`src/rtl/add_pipe_pkg.sv`:
```
// Shared definitions for the segmented pipelined adder/subtractor:
// mode encodings, stage-count derivation and the full-adder cell.
package add_pipe_pkg;

   localparam logic MODE_ADD = 1'b0;
   localparam logic MODE_SUB = 1'b1;

   function automatic int stages_of(input int width, input int seg);
      return width / seg;
   endfunction

   // Returns {carry_out, sum} of a single-bit full adder.
   function automatic logic [1:0] full_add(input logic x, input logic y, input logic ci);
      return {(x & y) | (ci & (x ^ y)), x ^ y ^ ci};
   endfunction

endpackage

```
`src/rtl/add_segment.sv`:
```
// Combinational SEG-bit ripple adder built from full-adder cells; also exposes
// the carry into its MSB so the top level can derive signed overflow.
module add_segment
   import add_pipe_pkg::*;
#(
   parameter int SEG = 4
) (
   output logic [SEG-1:0] sum,
   output logic           c_out,
   output logic           c_msb_in,
   input  logic [SEG-1:0] a,
   input  logic [SEG-1:0] b,
   input  logic           c_in
);

   logic [SEG:0] carry;

   always_comb begin
      carry    = '0;
      sum      = '0;
      carry[0] = c_in;
      for (int i = 0; i < SEG; i++) begin
         {carry[i+1], sum[i]} = full_add(a[i], b[i], carry[i]);
      end
   end

   assign c_out    = carry[SEG];
   assign c_msb_in = carry[SEG-1];

endmodule

```
`src/rtl/add_pipe_unit.sv`:
```
// Pipelined WIDTH-bit adder/subtractor split into SEG-bit carry segments, one
// register stage per segment, with a globally stalled valid/ready handshake.
module add_pipe_unit
   import add_pipe_pkg::*;
#(
   parameter int WIDTH = 16,
   parameter int SEG   = 4
) (
   input  logic             clock,
   input  logic             reset,
   input  logic             in_valid,
   output logic             in_ready,
   input  logic [WIDTH-1:0] a,
   input  logic [WIDTH-1:0] b,
   input  logic             c_in,
   input  logic             sub,
   output logic             out_valid,
   input  logic             out_ready,
   output logic [WIDTH-1:0] sum,
   output logic             c_out,
   output logic             overflow
);

   localparam int STAGES = stages_of(WIDTH, SEG);

   if ((WIDTH % SEG) != 0 || WIDTH < SEG) begin : g_cfg_check
      $fatal(1, "add_pipe_unit: WIDTH must be a positive multiple of SEG");
   end

   logic             advance;
   logic [WIDTH-1:0] b_eff;
   logic             cin_eff;

   // Level 0 holds the captured operands; level k+1 holds the result of segment k.
   logic             vld_p [0:STAGES];
   logic             cy_p  [0:STAGES];
   logic [WIDTH-1:0] a_p   [0:STAGES-1];
   logic [WIDTH-1:0] b_p   [0:STAGES-1];
   logic [WIDTH-1:0] res_p [1:STAGES];
   logic             ovf_p;

   logic [SEG-1:0]   seg_sum  [0:STAGES-1];
   logic             seg_cout [0:STAGES-1];
   logic             seg_cmsb [0:STAGES-1];
   logic [WIDTH-1:0] res_nxt  [0:STAGES-1];

   assign advance  = !out_valid | out_ready;
   assign in_ready = advance;

   assign b_eff   = (sub == MODE_SUB) ? ~b : b;
   assign cin_eff = (sub == MODE_ADD) ? c_in : ~c_in;

   for (genvar k = 0; k < STAGES; k++) begin : g_stage
      add_segment #(.SEG(SEG)) u_seg (
         .sum      (seg_sum[k]),
         .c_out    (seg_cout[k]),
         .c_msb_in (seg_cmsb[k]),
         .a        (a_p[k][k*SEG +: SEG]),
         .b        (b_p[k][k*SEG +: SEG]),
         .c_in     (cy_p[k])
      );

      // Slices at and above k are still zero in res_p[k], so OR-ing merges cleanly.
      if (k == 0) begin : g_first
         assign res_nxt[k] = WIDTH'(seg_sum[k]);
      end else begin : g_rest
         assign res_nxt[k] = res_p[k] | (WIDTH'(seg_sum[k]) << (k * SEG));
      end
   end

   always_ff @(posedge clock or negedge reset) begin
      if (!reset) begin
         for (int k = 0; k <= STAGES; k++) begin
            vld_p[k] <= 1'b0;
            cy_p[k]  <= 1'b0;
         end
         for (int k = 0; k < STAGES; k++) begin
            a_p[k] <= '0;
            b_p[k] <= '0;
         end
         for (int k = 1; k <= STAGES; k++) begin
            res_p[k] <= '0;
         end
         ovf_p <= 1'b0;
      end else if (advance) begin
         // ---- stage _p0: operand capture ----
         vld_p[0] <= in_valid;
         a_p[0]   <= a;
         b_p[0]   <= b_eff;
         cy_p[0]  <= cin_eff;
         for (int k = 1; k < STAGES; k++) begin
            a_p[k] <= a_p[k-1];
            b_p[k] <= b_p[k-1];
         end
         // ---- segment stages: carry k pairs with operand slice k ----
         for (int k = 0; k < STAGES; k++) begin
            vld_p[k+1] <= vld_p[k];
            cy_p[k+1]  <= seg_cout[k];
            res_p[k+1] <= res_nxt[k];
         end
         ovf_p <= seg_cmsb[STAGES-1] ^ seg_cout[STAGES-1];
      end
   end

   assign out_valid = vld_p[STAGES];
   assign sum       = res_p[STAGES];
   assign c_out     = cy_p[STAGES];
   assign overflow  = ovf_p;

endmodule

```
`config.mk`:
```
export PLATFORM = sky130hd
export DESIGN_NAME = add_pipe_unit
export DESIGN_NICKNAME = d
export VERILOG_FILES = /design/src/rtl/add_pipe_pkg.sv /design/src/rtl/add_segment.sv /design/src/rtl/add_pipe_unit.sv
export SDC_FILE = /design/constraint.sdc
export NUM_CORES = 1
export LEC_CHECK = 0
export CAP_MARGIN = 20
export CORE_MARGIN = 8
export CORE_UTILIZATION = 40
export DETAILED_ROUTE_END_ITERATION = 10
export MAX_ROUTING_LAYER = met4
export PLACE_DENSITY = 0.7
export SYNTH_ARGS = -nofsm -noshare
export SYNTH_HDL_FRONTEND = slang
export SYNTH_HIERARCHICAL = 1
export SYNTH_SLANG_ARGS = --single-unit
```
`constraint.sdc`:
```
create_clock -name clock -period 3 [get_ports clock]
set_input_delay 0.6 -clock clock [delete_from_list [all_inputs] [get_ports clock]]
set_output_delay 0.6 -clock clock [all_outputs]
set_load 0.01 [all_outputs]
```
Word level (Yosys, flattened, before mapping)
Cells that the tools add are included.

cells by class
  multiplexer cells = 2
  bitwise logic cells = 87
  reduce and logical (&&, ||, !) cells = 1

operators by type and width
  operator                                number
  1-bit bitwise XOR                       33
  1-bit AND                               32
  1-bit OR                                17
  16-bit two-way mux                      1
  16-bit inverter                         1
  16-bit by 12-bit OR with 16-bit output  1
  16-bit OR                               1
  4-bit by 8-bit OR with 8-bit output     1
  1-bit zero test                         1
  1-bit two-way mux                       1
  1-bit inverter                          1

word-level totals
  flip-flop bits (word level) = 191
  output and inout bits = 20

Logic depth before layout (Yosys ltp)
Gate-level depths: netlist of the first run.

  word-level depth = 10
  gate-level depth with buffers = 10

Hierarchy
The synthesis of the first run kept the hierarchy.

modules (own cells, without submodules)
  module         instances  cells an instance  area each (µm²)  seq. area each (µm²)
  add_pipe_unit  1          298                5,365.1          3,278.1
  add_segment    4          14                 117.6            0.0

Least setup slack after synthesis of the first run
OpenSTA, ideal clock, no wires.

  path kind = flip-flop to flip-flop
  from = register a_p[12] in the netlist's numbering
  to = register res_p, in the netlist sum[15]
  setup time = 0.125 ns
  arrival = 2.116 ns
  path slack = 0.759 ns
  stages on the path, launching flop included = 10
  buffers on the path = 0
  period minus slack after synthesis = 2.241 ns
  path through = dfrtp_1 > inv_1 > fa_1 > inv_1 > fa_1 > inv_1 > fa_1 > inv_1 > fa_1 > mux2_2

RTL lines
  what                               line                 source
  from (decl)                        add_pipe_unit.sv:37  logic [WIDTH-1:0] a_p [0:STAGES-1];
  from (signal, indexed assignment)  add_pipe_unit.sv:92  a_p[k] <= a_p[k-1];
  to (signal, indexed assignment)    add_pipe_unit.sv:99  res_p[k+1] <= res_nxt[k];
  to (decl)                          add_pipe_unit.sv:39  logic [WIDTH-1:0] res_p [1:STAGES];

==> results of run 1 <==
==> sequential cells by signal, summed over array words and instances (netlist names) <==
| name | flops |
|---|---|
| a_p | 40 |
| b_p | 40 |
| res_p | 24 |
| sum | 16 |
| cy_p | 4 |
| vld_p | 4 |
| c_out | 1 |
| out_valid | 1 |
| overflow | 1 |
==> cell type report <==
type                       count  area share, %
sequential                   131          46.11
clock buffer                  24          7.057
multi-input combinational    166          31.71
clock inverter                 5          1.056
tap                          184          3.238
inverter                      40          2.112
timing repair buffer          60          8.712
==> power groups by stage <==
stage	sequential, mW	clock [mW]	combinational (mW)
6_report	3.05	1.99	2.73
4_1_cts	3.08	2.03	2.79
5_1_grt	3.18	2.11	3.04
2_1_floorplan	3.01	0	2.09
3_5_place_dp	3.09	0	2.79
3_3_place_gp	3.06	0	2.68
==> routing by layer <==
metal | global-route usage [%] | up-vias
met2 | 15.15 | 43
met5 | - | -
met1 | 14.29 | 1394
met4 | 5.250 | 0
li1 | - | 1293
met3 | 3.377 | 10
==> through the flow <==
step	std cells	util [%]	area (sq um)
3_5_place_dp	581	45.46	6533
3_3_place_gp	581	45.46	6533
2_1_floorplan	354	-	5836
6_report	610	49.48	7109
5_1_grt	610	49.48	7109
4_1_cts	610	49.48	7109
==> path summary, 6_finish.rpt <==
check	end	start	cells past startpoint	slack [ps]
setup reg to reg	sum[15]	a_p[12]	9	570
max in group asynchronous	res_p[36]	reset	2	2050
hold / removal	out_valid	reset	1	220
hold reg to reg	out_valid	vld_p[1]	1	470
min in group clock	out_valid	vld_p[1]	1	470
setup / recovery	sum[15]	a_p[12]	9	570
==> cell families after synthesis <==
| group | share of synthesized area (%) |
|---|---|
| XOR/XNOR | 2.702 |
| adder cells (fa/ha/maj) | 5.489 |
| buffers and inverters | 5.189 |
| flip-flops | 56.17 |
| multiplexers | 30.10 |
| AND/OR/NAND/NOR | 0.3431 |
==> cells in the final DEF (no fill, tap or decap) <==
cell	instances
clkbuf_8	5
buf_6	1
inv_1	40
mux2_4	78
nand2b_4	1
buf_12	2
clkdlybuf4s50_1	56
buf_4	1
fa_1	16
nand2b_1	1
clkbuf_16	17
mux2_2	52
dfrtp_1	131
clkbuf_1	2
xor2_1	18
clkinv_2	3
bufinv_16	2
==> results.txt, run 1 <==
Status -> completed
Top cells by area, synth -> dfrtp_1 56%, mux2_4 20%, mux2_2 10%
Yosys reg bits -> 131
Routed WL -> 8867 um
Ys flop type -> dfrtp_1
Routed wl met2 -> 4001 um
Post-CTS Hold Fix Bufs -> 0
Fillers -> 1217
Worst slew margin -> 42.73%
Post-Syn Area -> 5836 sq um
Net Sw Frac -> 27.07%
Slowest CP cell -> fa_1
Drt first pass iters -> 4
Worst path cell trace -> inv_1, fa_1, inv_1, fa_1, inv_1, fa_1, inv_1, fa_1, mux2_2
Synth async-reset ratio -> 100.0%
Crit path buffers/inverters -> 4
# Max-Cap Violations -> 0
Logic pwr share -> 35.1%
CP max stage delay -> 420 ps
Residual DRC -> 0
Top cell type's share of synthesized area -> 56.17%
Sink Count -> 131
Post-CTS resize count -> 0
Area delta synth->final -> 21.83%
VDD IR-drop max -> 0.0004901 V
Setup slack after layout -> 571.5 ps
Max-slew violations -> 0
Register share of total power -> 39.3%
Initial Utilization -> 40.61%
Die Y-Extent -> 136.8 um
Post-route minimum period -> 2428 ps
Total global routing track utilization -> 10.93%
Clock Power Share -> 25.6%
Final nets -> 470
Worst Max-Slew Pin Slew -> 859.1 ps
Peak Freq -> 411.8 MHz
WS Path Type -> reg2reg
H-tree depth -> 4
Storage cell area -> 3278 sq um
Final Cycle Share -> 80.95%
Count leader, synth -> dfrtp_1
RSZ-0062 raised after global routing -> false
Cell family with most CP delay -> adder cells
Required time of the critical path -> 3290 ps
Clk root buf -> clkbuf_16
Worst Path Max Fanout -> 2
Tot Pwr -> 7.768 mW
Grt ovf -> 0
Routed WL per cell -> 14.54 um
Syn avg cell area -> 16.48 sq um
CTS tree -> done
Rows -> 44
N_diodes -> 0
Leak -> 3.370 nW
Final setup violation count -> 0
Final Skew -> 6.428 ps
First-pass GRT wire length -> 15510 um
Setup repair bufs after CTS -> 0
Cell Pwr Density -> 1093 nW/um^2
Die Footprint -> 18710 sq um
Sequential share of the synthesized area -> 56.17%
Distinct cell type count after synthesis -> 12
Core Footprint -> 14370 sq um
Worst setup EP type -> flop
Vias in the first global route -> 3093
Syn_nets -> 408
Largest net degree at the start of global routing -> 132
Met1 wire length -> 4390 um
Port Buf Inserts -> 57
Cell taking the most area after synthesis -> dfrtp_1
Total negative setup slack -> 0 ps
Routability cong. -> 0.7072
Switch Pwr -> 2.103 mW
Routed via count -> 2740
Initial drt markers -> 231
Pre-CTS WS -> 555.8 ps
Post-synth top cells -> 131 x dfrtp_1, 78 x mux2_4, 52 x mux2_2
Worst-path clk slew -> 50 ps
DIE WIDTH -> 136.8 um
Multi-input combinational cell area -> 2255 sq um
Startpoint types -> flop
Via density -> 4.492
Hold Slack -> 215.0 ps
Met3 routed WL -> 313 um
Max Used Layer -> met4
Number of synthesized flops with an enable pin -> 0
Critical Path AT -> 2720 ps
Hold Path Class -> in2async
Synth warnings -> 6
Worst-Skew Late Latency -> 400 ps
Cells after Synth -> 354
Post-DP HPWL -> 5783 um
Final ANT Viol Nets -> 0
Int Pwr -> 5.665 mW
Layout cells sized above 1 -> 38.03%
Count of boundary I/O pins -> 58
Final-report hold violation count -> 0
Inserted Clock Buffers -> 17
Clock buffer depth -> 2
Initial antenna violation count -> 0
(Power assumes the default switching activity.)
==> inputs of run 2 (changes only) <==
- PLACE_DENSITY: 0.7 -> 0.73
- clock period: 3 -> 2.06 ns (I/O delays scaled with it)
==> results.txt, run 2 (same netlist as run 1, synthesis figures left out) <==
Status -> finished, violations left
Failing checks -> setup timing
Tot Pwr -> 12.19 mW
WS Path Type -> reg2reg
Worst-Skew Late Latency -> 410 ps
Register share of total power -> 37.0%
Startpoint types -> flop
Area delta synth->final -> 26.89%
Initial drt markers -> 135
DIE WIDTH -> 136.8 um
Worst r2r src -> a_p[48]
N_diodes -> 0
Clock buffer depth -> 2
Switch Pwr -> 3.438 mW
Layout cells sized above 1 -> 49.78%
Sink Count -> 131
Final ANT Viol Nets -> 0
Commonest cells after routing, fill and taps aside -> 131 x dfrtp_1, 87 x mux2_4, 56 x clkdlybuf4s50_1
Routed WL per cell -> 15.45 um
Routability cong. -> 0.7570
Drt first pass iters -> 6
Final Skew -> 6.446 ps
Worst slew margin -> 66.00%
Hold Path Class -> reg2reg
Routed via count -> 2836
HP Start -> vld_p[1]
Worst-path clk slew -> 60 ps
Cell Pwr Density -> 1647 nW/um^2
Initial antenna violation count -> 0
Peak Freq -> 440.1 MHz
Largest net degree at the start of global routing -> 58
Commonest non-fill, non-tap cell in the layout -> dfrtp_1
Final nets -> 489
Fillers -> 1143
Vias in the first global route -> 3101
Setup slack after layout -> -212.0 ps
Largest regs -> a_p: 40 flops, b_p: 40 flops, res_p: 24 flops
Grt ovf -> 0
H-tree depth -> 4
Max-slew violations -> 0
Clk root buf -> clkbuf_16
Core Footprint -> 14370 sq um
Critical Path AT -> 2560 ps
First-pass GRT wire length -> 16260 um
VDD IR-drop max -> 0.0007928 V
CTS tree -> done
Total global routing track utilization -> 11.57%
Die Footprint -> 18710 sq um
Post-route minimum period -> 2272 ps
Final setup violation count -> 6
Total negative setup slack -> -1018 ps
Leak -> 3.488 nW
Net Sw Frac -> 28.20%
Residual DRC -> 0
Routed WL -> 9764 um
Required time of the critical path -> 2350 ps
Logic pwr share -> 38.0%
Count of boundary I/O pins -> 58
Final-report hold violation count -> 0
Int Pwr -> 8.754 mW
Hold Slack -> 465.0 ps
Final Cycle Share -> 110.3%
Post-DP HPWL -> 6624 um
Worst Max-Slew Pin Slew -> 510.0 ps
Clock Power Share -> 25.1%
Port Buf Inserts -> 57
Worst Path Max Fanout -> 2
Crit. Startpoint -> a_p[48]
# Max-Cap Violations -> 0
Die Y-Extent -> 136.8 um
RSZ-0062 raised after global routing -> true
Rows -> 44
Initial Utilization -> 40.61%
Worst setup EP type -> flop
Inserted Clock Buffers -> 17
Via density -> 4.487
[run 2: changes by cell type in the layout (fill, tap and decap cells not counted), sizes merged]
cell	previous run	this run
buf	4	22
clkbuf	24	19
dlygate4sd3	0	1
bufinv	2	3
clkinv	3	7
clkinvlp	0	3
[run 2: routing by layer]
layer	GRT usage [%]	vias to the layer above	part of all wire (%)	wire [um]
li1	-	1335	-	-
met1	15.50	1444	50	4916
met2	16.13	47	46	4466
met3	3.488	10	2.6	257
met4	4.526	0	1.3	124
met5	-	-	0	0
[run 2: repair_timing]
action | in CTS | in global routing
resized for setup | 16 | 7
endpoints found under the hold margin | 54 | 0
setup buffers | 2 | 2
endpoints found under the setup margin | 9 | 10
pin swaps | 3 | 1
hold buffers | 1 | 0
[run 2: power groups by stage]
stage	clock network [mW]	logic [mW]	registers [mW]
after floorplan	0	3.18	4.39
after global placement	0	4.21	4.48
after detailed placement	0	4.37	4.54
after CTS	3.11	4.58	4.52
after global routing	3.22	5.06	4.68
final	3.06	4.63	4.51
[run 2: critical path: stages, from the launching register on]
cell     delay (ps)
dfrtp_1         370
inv_2            50
fa_2            380
inv_2            60
fa_2            180
inv_2            40
fa_2            330
inv_2            60
fa_2            420
mux2_4          270
[run 2: path summary, 6_finish.rpt]
| kind | end | slack [ps] | depth (start not counted) |
|---|---|---|---|
| worst min-delay path | out_valid | 460 | 1 |
| min in group asynchronous | b_p[44] | 530 | 2 |
| worst max register to register | res_p[51] | -210 | 9 |
| worst max-delay path | res_p[51] | -210 | 9 |
| worst min register to register | out_valid | 460 | 1 |
| max in group asynchronous | b_p[15] | 900 | 3 |
[run 2: layout make-up]
cell class / count / area [sq um] / share of cell area (%)
Tap cell: 184 / 230.2 / 3.109
Clock buffer: 19 / 452.9 / 6.117
Multi-Input combinational cell: 166 / 2328 / 31.45
Clock inverter: 13 / 158.9 / 2.146
Timing Repair Buffer: 79 / 805.8 / 10.88
Inverter: 40 / 150.1 / 2.028
Sequential cell: 131 / 3278 / 44.27
[run 2: per-stage QoR]
step           util (%)  instance area, sq um  cells  setup slack, ps
2_1_floorplan         -                  5871    354           -118.0
3_3_place_gp      46.70                  6710    595           -158.4
3_5_place_dp      46.70                  6710    595           -244.9
4_1_cts           51.31                  7372    630           -219.5
5_1_grt           51.53                  7405    632           -289.9
6_report          51.53                  7405    632           -212.0
==> inputs of run 3 (changes only) <==
- GPL_ROUTABILITY_DRIVEN: not set -> 0
- SETUP_SLACK_MARGIN: not set -> 0.02
- SLEW_MARGIN: not set -> 10
==> results.txt, run 3 (same netlist as run 1, synthesis figures left out) <==
Cell family with most CP delay -> adder cells
Critical Path AT -> 2560 ps
Routed WL -> 9679 um
First-pass GRT wire length -> 16330 um
Clk root buf -> clkbuf_16
Final non-filler cell area -> 7412 sq um
Worst Max-Slew Pin Slew -> 507.7 ps
Layout cells sized above 1 -> 50.00%
Fillers -> 1137
Final setup violation count -> 6
Largest regs -> a_p: 40 flops, b_p: 40 flops, res_p: 24 flops
Post-DP HPWL -> 6624 um
Initial antenna violation count -> 0
Leak -> 3.502 nW
RSZ-0062 raised after global routing -> true
CP max stage delay -> 420 ps
Initial Utilization -> 40.61%
Port Buf Inserts -> 57
Setup slack, reg-to-reg -> -210 ps
Final Cycle Share -> 110.2%
Inserted Clock Buffers -> 17
Drt first pass iters -> 6
Clock buffer depth -> 2
Hold Slack -> 465.0 ps
Routed WL per cell -> 15.31 um
Levels on crit path -> 9
Total global routing track utilization -> 11.62%
Total negative setup slack -> -991.2 ps
Status -> finished, violations left
Max-slew violations -> 0
Worst Path Max Fanout -> 2
VDD IR-drop max -> 0.0007919 V
Required time of the critical path -> 2350 ps
Routed via count -> 2815
Startpoint types -> flop
Final Skew -> 6.581 ps
Largest net degree at the start of global routing -> 58
Worst setup EP type -> flop
Failing checks -> setup timing
Setup slack after layout -> -211.0 ps
Residual DRC -> 0
Worst slew margin -> 66.16%
Worst-path clk slew -> 60 ps
Die Footprint -> 18710 sq um
Rows -> 44
Crit path buffers/inverters -> 4
Final nets -> 489
H-tree depth -> 4
Cell Pwr Density -> 1649 nW/um^2
# Max-Cap Violations -> 0
DIE WIDTH -> 136.8 um
R2R depth -> 9
Grt ovf -> 0
Commonest non-fill, non-tap cell in the layout -> dfrtp_1
Final-report hold violation count -> 0
Vias in the first global route -> 3117
Commonest cells after routing, fill and taps aside -> 131 x dfrtp_1, 89 x mux2_4, 55 x clkdlybuf4s50_1
WS Path Type -> reg2reg
Sink Count -> 131
Peak Freq -> 440.3 MHz
Hold Path Class -> reg2reg
Die Y-Extent -> 136.8 um
CTS tree -> done
Post-route minimum period -> 2271 ps
Core Footprint -> 14370 sq um
Worst hold path stage count -> 1
Placed cell areas -> 6710 sq um
Slowest CP cell -> fa_2
Worst-Skew Late Latency -> 410 ps
Tot Pwr -> 12.22 mW
Via density -> 4.454
Initial drt markers -> 132
Final ANT Viol Nets -> 0
Pre-CTS WS -> -244.9 ps
N_diodes -> 0
Worst path cell trace -> inv_2, fa_2, inv_2, fa_2, inv_2, fa_2, inv_2, fa_2, mux2_4
Count of boundary I/O pins -> 58
Area delta synth->final -> 27.02%
==> run 3: cell count changes in the layout (fill, tap and decap cells not counted) <==
cell / delta
dlymetal6s2s_1: +1
mux2_4: +2
inv_2: +2
mux2_2: -2
fa_1: +1
fa_2: -1
clkdlybuf4s50_1: -1
inv_1: -2
==> run 3: cell type report <==
type / count / area, sq um / area share [%]
flip-flops and latches: 131 / 3278 / 44.23
clock inverters: 13 / 158.9 / 2.144
well taps: 184 / 230.2 / 3.106
clock buffers: 19 / 452.9 / 6.111
inverters: 40 / 150.1 / 2.026
repair buffers: 79 / 808.3 / 10.90
multi-input cells: 166 / 2333 / 31.48
==> run 3: layer usage <==
layer  global-route usage, %  vias up  part of all wire (%)
li1                        -     1334                     -
met1                   15.48     1422                    50
met2                   16.32       49                    46
met3                   3.488       10                   2.7
met4                   4.526        0                   1.1
met5                       -        -                     0
==> run 3: metrics by stage <==
stage / cells / utilization (%)
detailed placement: 595 / 46.70
global route: 632 / 51.58
finish: 632 / 51.58
CTS: 631 / 51.36
floorplan: 354 / -
global placement: 595 / 46.70
==> run 3: report_power, final <==
part           switching, mW  total [mW]  internal (mW)
registers              0.735        4.51           3.77
logic                   1.61        4.66           3.05
clock network           1.09        3.05           1.96
total                   3.44        12.2           8.78
==> run 3: final timing paths <==
check / from / end
max: a_p[48] / res_p[51]
min: vld_p[1] / out_valid
max reg2reg: a_p[48] / res_p[51]
min reg2reg: vld_p[1] / out_valid
max in group asynchronous: reset / b_p[47]
min in group asynchronous: reset / b_p[44]
==> run 3: repair_timing <==
| action | 4_1_cts | 5_1_grt |
|---|---|---|
| endpoints found under the setup margin | 9 | 13 |
| hold buffers | 1 | 0 |
| gates resized for setup | 17 | 10 |
| pin swaps | 3 | 1 |
| setup buffers | 3 | 1 |
| hold endpoints to repair | 54 | 0 |
